### config.mk
export PLATFORM = sky130hd
export DESIGN_NAME = div_sequencer
export DESIGN_NICKNAME = d
export VERILOG_FILES = /design/src/rtl/nec_div_pkg.sv /design/src/rtl/div_range_check.sv /design/src/rtl/div_sequencer.sv
export SDC_FILE = /design/constraint.sdc
export NUM_CORES = 1
export LEC_CHECK = 0
export CAP_MARGIN = 20
export CELL_PAD_IN_SITES_DETAIL_PLACEMENT = 0
export CELL_PAD_IN_SITES_GLOBAL_PLACEMENT = 1
export CORE_AREA = 2 2 134 136
export DETAILED_ROUTE_END_ITERATION = 8
export DIE_AREA = 0 0 136 138
export GPL_ROUTABILITY_DRIVEN = 0
export PLACE_DENSITY = 0.88
export SYNTH_ARGS = -nofsm -noshare
export SYNTH_HDL_FRONTEND = slang
export SYNTH_SLANG_ARGS = --single-unit
export TNS_END_PERCENT = 1
### constraint.sdc
create_clock -name clk -period 4.8 [get_ports clk]
set_input_delay 0.72 -clock clk [delete_from_list [all_inputs] [get_ports clk]]
set_output_delay 0.72 -clock clk [all_outputs]
set_load 0.005 [all_outputs]
### src/rtl/nec_div_pkg.sv
// Shared types, default latencies and operand helpers for the DIV/IDIV sequencer.
package nec_div_pkg;

   localparam int LAT_BYTE = 14;
   localparam int LAT_WORD = 22;

   typedef enum logic [2:0] {
      S_IDLE,
      S_ISSUE,
      S_WAIT,
      S_PAD,
      S_RESP,
      S_DRAIN
   } div_state_t;

   typedef struct packed {
      logic        wide;
      logic        is_signed;
      logic [31:0] dividend;
      logic [15:0] divisor;
   } div_req_t;

   function automatic logic [31:0] ext8(input logic [7:0] v, input logic sgn);
      return {{24{sgn & v[7]}}, v};
   endfunction

   function automatic logic [31:0] ext16(input logic [15:0] v, input logic sgn);
      return {{16{sgn & v[15]}}, v};
   endfunction

endpackage

### src/rtl/div_range_check.sv
// Quotient range check and result truncation for byte/word DIV and IDIV.
module div_range_check (
   input  logic        wide_i,
   input  logic        is_signed_i,
   input  logic        dbz_i,
   input  logic [31:0] quot_i,
   input  logic [31:0] rem_i,
   output logic        err_o,
   output logic [15:0] quot_o,
   output logic [15:0] rem_o
);

   logic ovf;
   logic unused_rem_hi;

   // The remainder is always smaller than the divisor, so its upper half is pure extension.
   assign unused_rem_hi = ^rem_i[31:16];

   always_comb begin
      ovf = 1'b0;
      if (wide_i) begin
         if (is_signed_i) ovf = !((&quot_i[31:15]) || !(|quot_i[31:15]));
         else             ovf = |quot_i[31:16];
      end else begin
         if (is_signed_i) ovf = !((&quot_i[31:7]) || !(|quot_i[31:7]));
         else             ovf = |quot_i[31:8];
      end
      err_o  = dbz_i | ovf;
      quot_o = '0;
      rem_o  = '0;
      if (!err_o) begin
         quot_o = wide_i ? quot_i[15:0] : {8'h00, quot_i[7:0]};
         rem_o  = wide_i ? rem_i[15:0]  : {8'h00, rem_i[7:0]};
      end
   end

endmodule

### src/rtl/div_sequencer.sv
// Sequences one DIV/IDIV at a time through the shared divider with a fixed
// minimum instruction latency, range checking and abort/drain handling.
module div_sequencer #(
   parameter int LAT_BYTE = nec_div_pkg::LAT_BYTE,
   parameter int LAT_WORD = nec_div_pkg::LAT_WORD
) (
   input  logic        clk,
   input  logic        reset_n,
   input  logic        ce,
   input  logic        abort,
   input  logic        req_valid,
   output logic        req_ready,
   input  logic        req_wide,
   input  logic        req_signed,
   input  logic [31:0] req_dividend,
   input  logic [15:0] req_divisor,
   output logic        res_valid,
   output logic [15:0] res_quot,
   output logic [15:0] res_rem,
   output logic        res_err,
   output logic        res_dbz,
   output logic        div_ce,
   output logic        div_start,
   output logic        div_wide,
   output logic        div_is_signed,
   output logic [31:0] div_num,
   output logic [31:0] div_denom,
   input  logic        div_done,
   input  logic        div_dbz,
   input  logic [31:0] div_quot,
   input  logic [31:0] div_rem
);

   import nec_div_pkg::*;

   localparam int LAT_MAX = (LAT_WORD > LAT_BYTE) ? LAT_WORD : LAT_BYTE;
   localparam int CNT_W   = $clog2(LAT_MAX + 1);
   localparam logic [CNT_W-1:0] CNT_BYTE = CNT_W'(LAT_BYTE - 1);
   localparam logic [CNT_W-1:0] CNT_WORD = CNT_W'(LAT_WORD - 1);

   div_state_t       state_q;
   logic [CNT_W-1:0] cnt_q;
   logic [CNT_W-1:0] cnt_dec;
   logic             done_seen_q;
   logic             done_any;
   logic [31:0]      quot_q, rem_q;
   logic             dbz_q;
   logic             wide_q, signed_q;
   logic [31:0]      num_q, denom_q, num_d, denom_d;
   logic             start_q;
   logic             res_valid_q, res_err_q, res_dbz_q;
   logic [15:0]      res_quot_q, res_rem_q;
   logic             chk_err;
   logic [15:0]      chk_quot, chk_rem;
   div_req_t         req;

   assign req = '{wide: req_wide, is_signed: req_signed,
                  dividend: req_dividend, divisor: req_divisor};

   always_comb begin
      num_d   = req.wide ? req.dividend : ext16(req.dividend[15:0], req.is_signed);
      denom_d = req.wide ? ext16(req.divisor, req.is_signed)
                         : ext8(req.divisor[7:0], req.is_signed);
   end

   assign cnt_dec  = (cnt_q == '0) ? '0 : cnt_q - 1'b1;
   // div_done may arrive while ce is low; the sticky flag keeps it for the next ce cycle.
   assign done_any = div_done | done_seen_q;

   div_range_check u_range (
      .wide_i      (wide_q),
      .is_signed_i (signed_q),
      .dbz_i       (dbz_q),
      .quot_i      (quot_q),
      .rem_i       (rem_q),
      .err_o       (chk_err),
      .quot_o      (chk_quot),
      .rem_o       (chk_rem)
   );

   always_ff @(posedge clk or negedge reset_n) begin
      if (!reset_n) begin
         state_q     <= S_IDLE;
         cnt_q       <= '0;
         done_seen_q <= 1'b0;
         quot_q      <= '0;
         rem_q       <= '0;
         dbz_q       <= 1'b0;
         wide_q      <= 1'b0;
         signed_q    <= 1'b0;
         num_q       <= '0;
         denom_q     <= '0;
         start_q     <= 1'b0;
         res_valid_q <= 1'b0;
         res_err_q   <= 1'b0;
         res_dbz_q   <= 1'b0;
         res_quot_q  <= '0;
         res_rem_q   <= '0;
      end else begin
         res_valid_q <= 1'b0;
         if (div_done && (state_q == S_WAIT || state_q == S_DRAIN)) done_seen_q <= 1'b1;
         if (div_done && state_q == S_WAIT) begin
            quot_q <= div_quot;
            rem_q  <= div_rem;
            dbz_q  <= div_dbz;
         end
         if (ce && state_q != S_IDLE) cnt_q <= cnt_dec;

         // Abort is honoured regardless of ce; anything else moves only on ce.
         case (state_q)
            S_IDLE: begin
               if (ce && req_valid && !abort) begin
                  num_q       <= num_d;
                  denom_q     <= denom_d;
                  wide_q      <= req.wide;
                  signed_q    <= req.is_signed;
                  cnt_q       <= req.wide ? CNT_WORD : CNT_BYTE;
                  start_q     <= 1'b1;
                  done_seen_q <= 1'b0;
                  state_q     <= S_ISSUE;
               end
            end
            S_ISSUE: begin
               if (abort) begin
                  start_q <= 1'b0;
                  state_q <= ce ? S_DRAIN : S_IDLE;
               end else if (ce) begin
                  start_q <= 1'b0;
                  state_q <= S_WAIT;
               end
            end
            S_WAIT: begin
               if (abort) begin
                  state_q <= done_any ? S_IDLE : S_DRAIN;
               end else if (ce && done_any) begin
                  done_seen_q <= 1'b0;
                  state_q     <= S_PAD;
               end
            end
            S_PAD: begin
               if (abort) state_q <= S_IDLE;
               else if (ce && cnt_dec == '0) state_q <= S_RESP;
            end
            S_RESP: begin
               if (abort) begin
                  state_q <= S_IDLE;
               end else if (ce) begin
                  res_valid_q <= 1'b1;
                  res_err_q   <= chk_err;
                  res_dbz_q   <= dbz_q;
                  res_quot_q  <= chk_quot;
                  res_rem_q   <= chk_rem;
                  state_q     <= S_IDLE;
               end
            end
            S_DRAIN: begin
               if (ce && done_any) begin
                  done_seen_q <= 1'b0;
                  state_q     <= S_IDLE;
               end
            end
            default: state_q <= S_IDLE;
         endcase
      end
   end

   assign req_ready     = (state_q == S_IDLE);
   assign div_ce        = ce;
   assign div_start     = start_q;
   assign div_wide      = wide_q;
   assign div_is_signed = signed_q;
   assign div_num       = num_q;
   assign div_denom     = denom_q;
   assign res_valid     = res_valid_q;
   assign res_err       = res_err_q;
   assign res_dbz       = res_dbz_q;
   assign res_quot      = res_quot_q;
   assign res_rem       = res_rem_q;

endmodule

==> After elaboration in Yosys (flattened, before gate mapping) <==
Index checks and enable logic that the tools add are counted.
{ "word_totals": {"mem_bits_ro": 0, "ramBits": 0, "latch_bits": 0, "ff_bits": 160, "memories": 0, "inputBits": 121} }
{ "classes": {"n_addsub": 1, "n_shift": 0, "reduce_logical": 30, "bitwise": 6, "n_eq_ne": 11, "n_lt_le_gt_ge": 0, "n_mul": 0, "n_div": 0, "mux": 39} }
{ "op_table": {"columns": ["op", "count"], "rows": [
  ["16-bit 2-to-1 mux", 4],
  ["32-bit 2-to-1 mux", 2],
  ["3-bit 2-to-1 mux", 12],
  ["5-bit 2-to-1 mux", 5],
  ["25-bit AND reduction", 1],
  ["25-bit OR reduction", 1],
  ["24-bit OR reduction", 1],
  ["3-bit one-hot mux with 6 select lines", 1],
  ["17-bit AND reduction", 1],
  ["17-bit OR reduction", 1],
  ["16-bit OR reduction", 1],
  ["1-bit 2-to-1 mux", 13],
  ["5-bit logical NOT", 2],
  ["3-bit inequality test (second input constant)", 3],
  ["1-bit logical AND", 7],
  ["3-bit by 2-bit equality test with 1-bit output (second input constant)", 2],
  ["3-bit equality test (second input constant)", 2],
  ["3-bit AND reduction", 2],
  ["6-bit AND reduction", 1],
  ["1-bit logical NOT", 5],
  ["5-bit by 1-bit subtractor with 5-bit output (second input constant)", 1],
  ["2-bit by 1-bit inequality test with 1-bit output (second input constant)", 2],
  ["1-bit AND", 3],
  ["3-bit by 1-bit equality test with 1-bit output (second input constant)", 1],
  ["other kinds (10)", 13]
]} }

==> Longest topological paths before layout <==
Gate-level depths: netlist of run 1.
{ "depth": {"depth_word": 8, "mapped_depth": 8, "depth_no_buf": 7} }

==> By module <==
A second synthesis of run 1 with hierarchy kept.
{ "unflattened": {"cells_unflattened": 621, "hier_area_um2": 7195.7} }
{ "modules_own_cells": {"columns": ["module", "cells_per_inst", "seq_area_each_um2", "n_inst", "area_each_um2"], "rows": [
  ["div_sequencer", 553, 4028.9, 1, 6667.6],
  ["div_range_check", 68, 0.0, 1, 528.0]
]} }

==> Worst setup path after synthesis of run 1 <==
No wires, ideal clock.
{ "synth_path": {"kind": "input to register", "start": "input abort", "end": "register res_quot_q[12] (netlist: res_quot[12])", "path_buffers": 1, "setup_ns": 0.064, "t_arrival_ns": 2.086, "cell_stages": 6, "setup_slack_ns": 2.650, "t_required_ns": 4.736, "cell_sequence": "nand2b_1 > nor4_1 > o21ai_1 > a211oi_2 > buf_2 > a22o_2"} }
{ "synth_via": {"elab_chain_len": 2} }
{ "synth_rtl": {"columns": ["element", "line", "rtl"], "rows": [
  ["start, declared", "div_sequencer.sv:10", "input logic abort,"],
  ["1-bit inverter (no line)", null, null],
  ["3-bit AND reduction (no line)", null, null],
  ["end signal, assigned", "div_sequencer.sv:151", "res_quot_q <= chk_quot;"],
  ["end, declared", "div_sequencer.sv:52", "logic [15:0] res_quot_q, res_rem_q;"]
]} }
No other way between the ends.
A chain may end at the register's enable or synchronous reset.

==> Worst setup path in the final report of run 1 <==
{ "layout_path": {"start": "input ce", "end": "register res_rem_q[7] (netlist: res_rem[7])"} }
{ "layout_via": {"elab_chain_len": 1} }
{ "layout_rtl": {"columns": ["element", "line", "rtl"], "rows": [
  ["start, declared", "div_sequencer.sv:9", "input logic ce,"],
  ["3-bit AND reduction (no line)", null, null],
  ["end signal, assigned", "div_sequencer.sv:152", "res_rem_q <= chk_rem;"],
  ["end, declared", "div_sequencer.sv:52", null]
]} }
No other way between the ends.

==> impl_metrics.toml, run 1 <==
[floorplanning]
die_w_um = 136
pin_count = 225
core_area_sq_um = 17500
die_h_um = 138
start_util_pct = 34.8
fp-row-count = 49
die-area_sq_um = 18800

[cts]
ctsHoldBuffers = 0
cts_sinks = 145
cts_tree = "done"
cts.clk_slew.worst_paths_ps = 60
cts-buffers-inserted = 17
htreeDepth = 4
clk-insertion-delay-late_ps = 430
cts_setup_buffers = 0
cts-root-buf = "clkbuf_16"
ctsResizeCount = 0
ctsLongestPathBuffers = 2

[placed_design]
port_buffers = 208
dpl.cell_count = 944
hpwl_um = 10900

[synthesis]
yosys_warnings = 0
synth_xor_area_share_pct = 0.287
synth_top_cell_area_share_pct = 59.5
synth.most_common_cell = "dfrtp_1"
ys_ff_latch = 145
synthArstFlopShare_pct = 100
synth_top_family_by_area = "simple AND/OR/NAND/NOR gates"
yosys.area_share.simple_pct = 15.4
synth_edf_count = 0
syn_nets = 673
synth_area_leader_cell = "dfrtp_1"
ys.flop_type = "dfrtp_1"
synth_area_sq_um = 6100
syn_area_per_cell_sq_um = 11.1
synth_mux_area_share_pct = 9.22
postSynthCellCount = 551
yosys.area_share.adder_pct = 0.205
ys_seq_area_share_pct = 59.5
ys_top_cells_by_count = "145 x dfrtp_1, 122 x nand2_1, 49 x mux2_2, 37 x nand3_1, 32 x clkbuf_1"
synth_cell_types = 49
synth_area_leaders = "dfrtp_1 60%, mux2_2 9.1%, nand2_1 7.5%, a22o_1 3.2%, nand3_1 3.0%"
synth_compound_area_share_pct = 10.4

[route]
post_drt_via_cell_ratio = 4.90
drc = 0
firstDrtPassIters = 4
wl_per_cell_um = 16.3
via_count = 4786
routed_wl_um = 15900
ant_nets = 0
drtIter0Drc = 274

[worst_setup_path]
rrSetupSlack_ps = 2330
critPathLaunchType = "input port"
crit_type = "in -> reg"
cp_max_fo = 17
crit_arrival_ps = 3330
timing.rr.start = "state_q[1]$_DFFE_PN0P_"
end_kind = "flop"
r2r_end = "res_rem[7]$_DFFE_PN0P_"
reg2reg_depth = 5
required_ps = 5160

[timing]
period_share_pct = 61.8
fmax_mhz = 337
holdWs_ps = 263
hold_viol = 0
final_max_slew_viol_count = 0
setup_tns_ps = 0
setup_viol = 0
maxSlewHeadroom_pct = 39.4
clock_skew_ps = 22.2
max_slew.worst_pin.slew_ps = 909
min_period_ps = 2970
rsz0062_at_grt = "no"

[hold_path]
hp-class = "in -> async"

[global_routing]
grt_max_degree = 62
antenna_found_initial = 0
grt_pass1_wl_um = 25600
gr-usage-all-layers_pct = 17.5
grt-ovfl-total = 0
grt_pass1_vias = 4746

[job]
drv_cap = 0

[final_layout]
diodes = 0
final_nets = 856
final_layout_size_suffix_gt1_share_pct = 13.7
stdcell_count = 976
final_util_pct = 50.4
area_growth_pct = 45.0

[run_status]
status = "complete, no violations"

[pwr]
ir_drop_v = 0.000244
leakage_nw = 3.94
powerDensity_nw_per_um2 = 558
layout make-up:
cell class | count | area, sq um
clock buffers | 21 | 440
flip-flops and latches | 145 | 3630
repair buffers | 216 | 2140
well taps | 229 | 287
multi-input cells | 344 | 2170
inverters | 10 | 37.5
fillers | 1593 | 8700
clock inverters | 11 | 129
routing by layer:
metal / up-vias / track usage [%] / share of wire, %
li1: 2275 / - / -
met1: 2378 / 22.6 / 43
met2: 115 / 28.6 / 51
met3: 18 / 4.22 / 4.4
met4: 0 / 6.30 / 1.6
met5: - / 0 / 0
sequential cells by signal (all words and copies together), names as in the netlist, 3 cells and up:
register   count
cnt_q          5
div_denom     17
div_num       32
quot_q        32
rem_q         16
res_quot      16
res_rem       16
state_q        3
cells by family (layout without fill, tap and decap cells):
logic type	after synthesis	count (layout)
AOI/OAI and AO/OA	84	84
xor gates and xnor gates	2	2
adders and majority gates	1	1
buffers and inverters	62	258
DFF	145	145
muxes	50	50
and+or+nand+nor	207	207
where the power goes:
part | switching [mW] | internal, mW
clock network | 0.520 | 0.769
registers | 0.364 | 1.70
logic | 0.579 | 0.994
total | 1.46 | 3.46
worst max path at each step:
stage,start,endpoint,slack [ps],cells after the start
6_report,ce,res_rem[7]$_DFFE_PN0P_,1830,6
3_5_place_dp,ce,res_quot[5]$_DFFE_PN0P_,1390,6
4_1_cts,ce,res_quot[7]$_DFFE_PN0P_,1860,6
3_3_place_gp,ce,res_quot[7]$_DFFE_PN0P_,1450,6
2_1_floorplan,abort,res_quot[12]$_DFFE_PN0P_,2650,6
5_1_grt,ce,res_quot[7]$_DFFE_PN0P_,1660,6
cells in the final DEF (no fill, tap or decap), drive strengths merged, types with 3 or more instances in the layout:
cell and instances:
clkdlybuf4s50 207, nand2 122, mux2 49, inv 13, nor4 7, clkinv 4, o21ai 19, buf 9
nand4 4, a21oi 14, nand2b 3, nand3 37, and3 3, or3 3, nor4b 3, nor3 7
clkbuf 21, nor2 8, a22o 32, dfrtp 145
per-stage QoR:
step                instance area, sq um  power (mW)  setup WS, ps
floorplan                           6100        2.80          2650
global placement                    8270        3.63          1450
detailed placement                  8270        3.68          1390
CTS                                 8840        5.00          1860
global route                        8840        5.25          1660
finish                              8840        4.93          1830
worst max-delay path: stages:
cell and delay, ps:
clkdlybuf4s50_1 740, nand2b_1 150, nor4_1 390, o21ai_1 220, o32ai_4 840, a22o_2 250
Note: power is estimated with default switching activity, not from simulation.
==> inputs of run 2 (changes only) <==
--- a/config.mk
+++ b/config.mk
@@ -8,11 +8,11 @@
 export CAP_MARGIN = 20
 export CELL_PAD_IN_SITES_DETAIL_PLACEMENT = 0
 export CELL_PAD_IN_SITES_GLOBAL_PLACEMENT = 1
-export CORE_AREA = 2 2 134 136
+export CORE_AREA = 2 2 137 139
 export DETAILED_ROUTE_END_ITERATION = 8
-export DIE_AREA = 0 0 136 138
+export DIE_AREA = 0 0 139 141
 export GPL_ROUTABILITY_DRIVEN = 0
-export PLACE_DENSITY = 0.88
+export PLACE_DENSITY = 0.85
 export SYNTH_ARGS = -nofsm -noshare
 export SYNTH_HDL_FRONTEND = slang
 export SYNTH_SLANG_ARGS = --single-unit
==> constraint.sdc (replaced) <==
create_clock -name clk -period 2.9 [get_ports clk]
set_input_delay 0.435 -clock clk [delete_from_list [all_inputs] [get_ports clk]]
set_output_delay 0.435 -clock clk [all_outputs]
set_load 0.005 [all_outputs]
==> impl_metrics.toml, run 2 (synthesized netlist as in run 1, its figures left out) <==
[run_status]
status = "complete, no violations"

[pwr]
clock_power_share_pct = 28.3
power_frac_seq_pct = 40.4
ir_drop_v = 0.000433
switchingPower_mw = 2.41
powerDensity_nw_per_um2 = 933
total_power_mw = 8.44
internal-power_mw = 6.03
pwr-share-comb_pct = 31.3
p_sw_share_pct = 28.6
leakage_nw = 4.04

[timing]
holdWs_ps = 17.8
fmax_mhz = 400
hold_viol = 0
fin_ws_ps = 400
final_max_slew_viol_count = 0
max_slew.worst_pin.slew_ps = 624
min_period_ps = 2500
period_share_pct = 86.2
maxSlewHeadroom_pct = 58.4
setup_tns_ps = 0
rsz0062_at_grt = "no"
setup_viol = 0
clock_skew_ps = 7.99

[cts]
cts-root-buf = "clkbuf_16"
ctsResizeCount = 0
ctsHoldBuffers = 0
cts-buffers-inserted = 17
cts_tree = "done"
cts.clk_slew.worst_paths_ps = 60
htreeDepth = 4
clk-insertion-delay-late_ps = 420
cts_setup_buffers = 0
cts_sinks = 145
ctsLongestPathBuffers = 2

[hold_path]
hp-class = "in -> async"

[floorplanning]
pin_count = 225
start_util_pct = 33.4
die_w_um = 139
core_area_sq_um = 18300
die_h_um = 141
fp-row-count = 50
die-area_sq_um = 19600

[final_layout]
final_layout_size_suffix_gt1_share_pct = 15.1
final_nets = 865
final_util_pct = 49.6
final_common_cell = "clkdlybuf4s50_1"
diodes = 0
area_growth_pct = 48.5
layout_common_cells = "207 x clkdlybuf4s50_1, 145 x dfrtp_1, 122 x nand2_1"
fillers = 1682

[worst_setup_path]
crit_arrival_ps = 2060
timing.rr.start = "quot_q[16]$_DFFE_PN0P_"
crit_start = "state_q[2]$_DFFE_PN0P_"
cp_max_fo = 11
critPathLaunchType = "flop"
end_kind = "output pin"
crit_type = "reg -> out"
required_ps = 2470

[placed_design]
hpwl_um = 11000
dp_slack_ps = 540
port_buffers = 208

[global_routing]
grt_pass1_wl_um = 26000
antenna_found_initial = 0
grt-ovfl-total = 0
grt_pass1_vias = 4832
gr-usage-all-layers_pct = 16.8
grt_max_degree = 69

[route]
wl_per_cell_um = 16.3
post_drt_via_cell_ratio = 4.85
drc = 0
routed_wl_um = 16100
ant_nets = 0
firstDrtPassIters = 4
via_count = 4797
drtIter0Drc = 257

[job]
drv_cap = 0
[run 2: changes by cell type in the layout (fill, tap and decap cells not counted), sizes merged]
cell,delta
clkbuf,+1
bufinv,+2
clkinvlp,+1
buf,+9
inv,-3
clkinv,-2
[run 2: worst paths after layout]
kind                                                 end  slack, ps  depth (start not counted)
worst max-delay path                           req_ready        400                          3
worst min-delay path              quot_q[26]$_DFFE_PN0P_         20                          1
worst max register to register   res_rem[14]$_DFFE_PN0P_        890                          6
worst min register to register  div_denom[4]$_DFFE_PN0P_        470                          2
max in group asynchronous        res_quot[8]$_DFFE_PN0P_       2120                          2
min in group clk                div_denom[4]$_DFFE_PN0P_        470                          2
[run 2: area by class of cell]
type / count / area (sq um) / area share [%]
Multi-Input combinational cell: 344 / 2170 / 24.0
Sequential cell: 145 / 3630 / 40.1
Inverter: 10 / 37.5 / 0.415
Tap cell: 234 / 293 / 3.23
Timing Repair Buffer: 225 / 2270 / 25.1
Clock buffer: 22 / 494 / 5.46
Clock inverter: 9 / 153 / 1.69
[run 2: power by group through the flow]
| stage | Sequential, mW | Clock [mW] | Combinational (mW) |
|---|---|---|---|
| final | 3.41 | 2.39 | 2.65 |
| after global routing | 3.54 | 2.53 | 2.91 |
| after CTS | 3.41 | 2.43 | 2.69 |
| after detailed placement | 3.43 | 0 | 2.67 |
| after global placement | 3.41 | 0 | 2.63 |
| after floorplan | 3.31 | 0 | 1.33 |
[run 2: per-layer routing]
layer  track usage, %  part of all wire [%]  vias to the layer above
li1                 -                     -                     2288
met1             20.6                    42                     2365
met2             27.9                    50                      115
met3             4.99                   5.1                       29
met4             6.38                   2.4                        0
met5                0                     0                        -
[run 2: per-stage QoR]
stage	cells	instance area, sq um
floorplan	551	6100
global placement	958	8410
detailed placement	958	8410
CTS	989	9050
global route	989	9050
finish	989	9050
[run 2: critical path, cell delays in order, from the launching register on]
cell,delay [ps]
dfrtp_1,500
or3_1,540
inv_1,90
clkdlybuf4s50_1,530
==> inputs of run 3 (changes only) <==
--- a/config.mk
+++ b/config.mk
@@ -5,7 +5,8 @@
 export SDC_FILE = /design/constraint.sdc
 export NUM_CORES = 1
 export LEC_CHECK = 0
-export CAP_MARGIN = 20
+export ABC_AREA = 0
+export CAP_MARGIN = 40
 export CELL_PAD_IN_SITES_DETAIL_PLACEMENT = 0
 export CELL_PAD_IN_SITES_GLOBAL_PLACEMENT = 1
 export CORE_AREA = 2 2 137 139
@@ -13,6 +14,7 @@
 export DIE_AREA = 0 0 139 141
 export GPL_ROUTABILITY_DRIVEN = 0
 export PLACE_DENSITY = 0.85
+export SETUP_SLACK_MARGIN = 0.2
 export SYNTH_ARGS = -nofsm -noshare
 export SYNTH_HDL_FRONTEND = slang
 export SYNTH_SLANG_ARGS = --single-unit
==> results of run 3 <==
Final layout, timing and power as in run 2 (identical DEF).
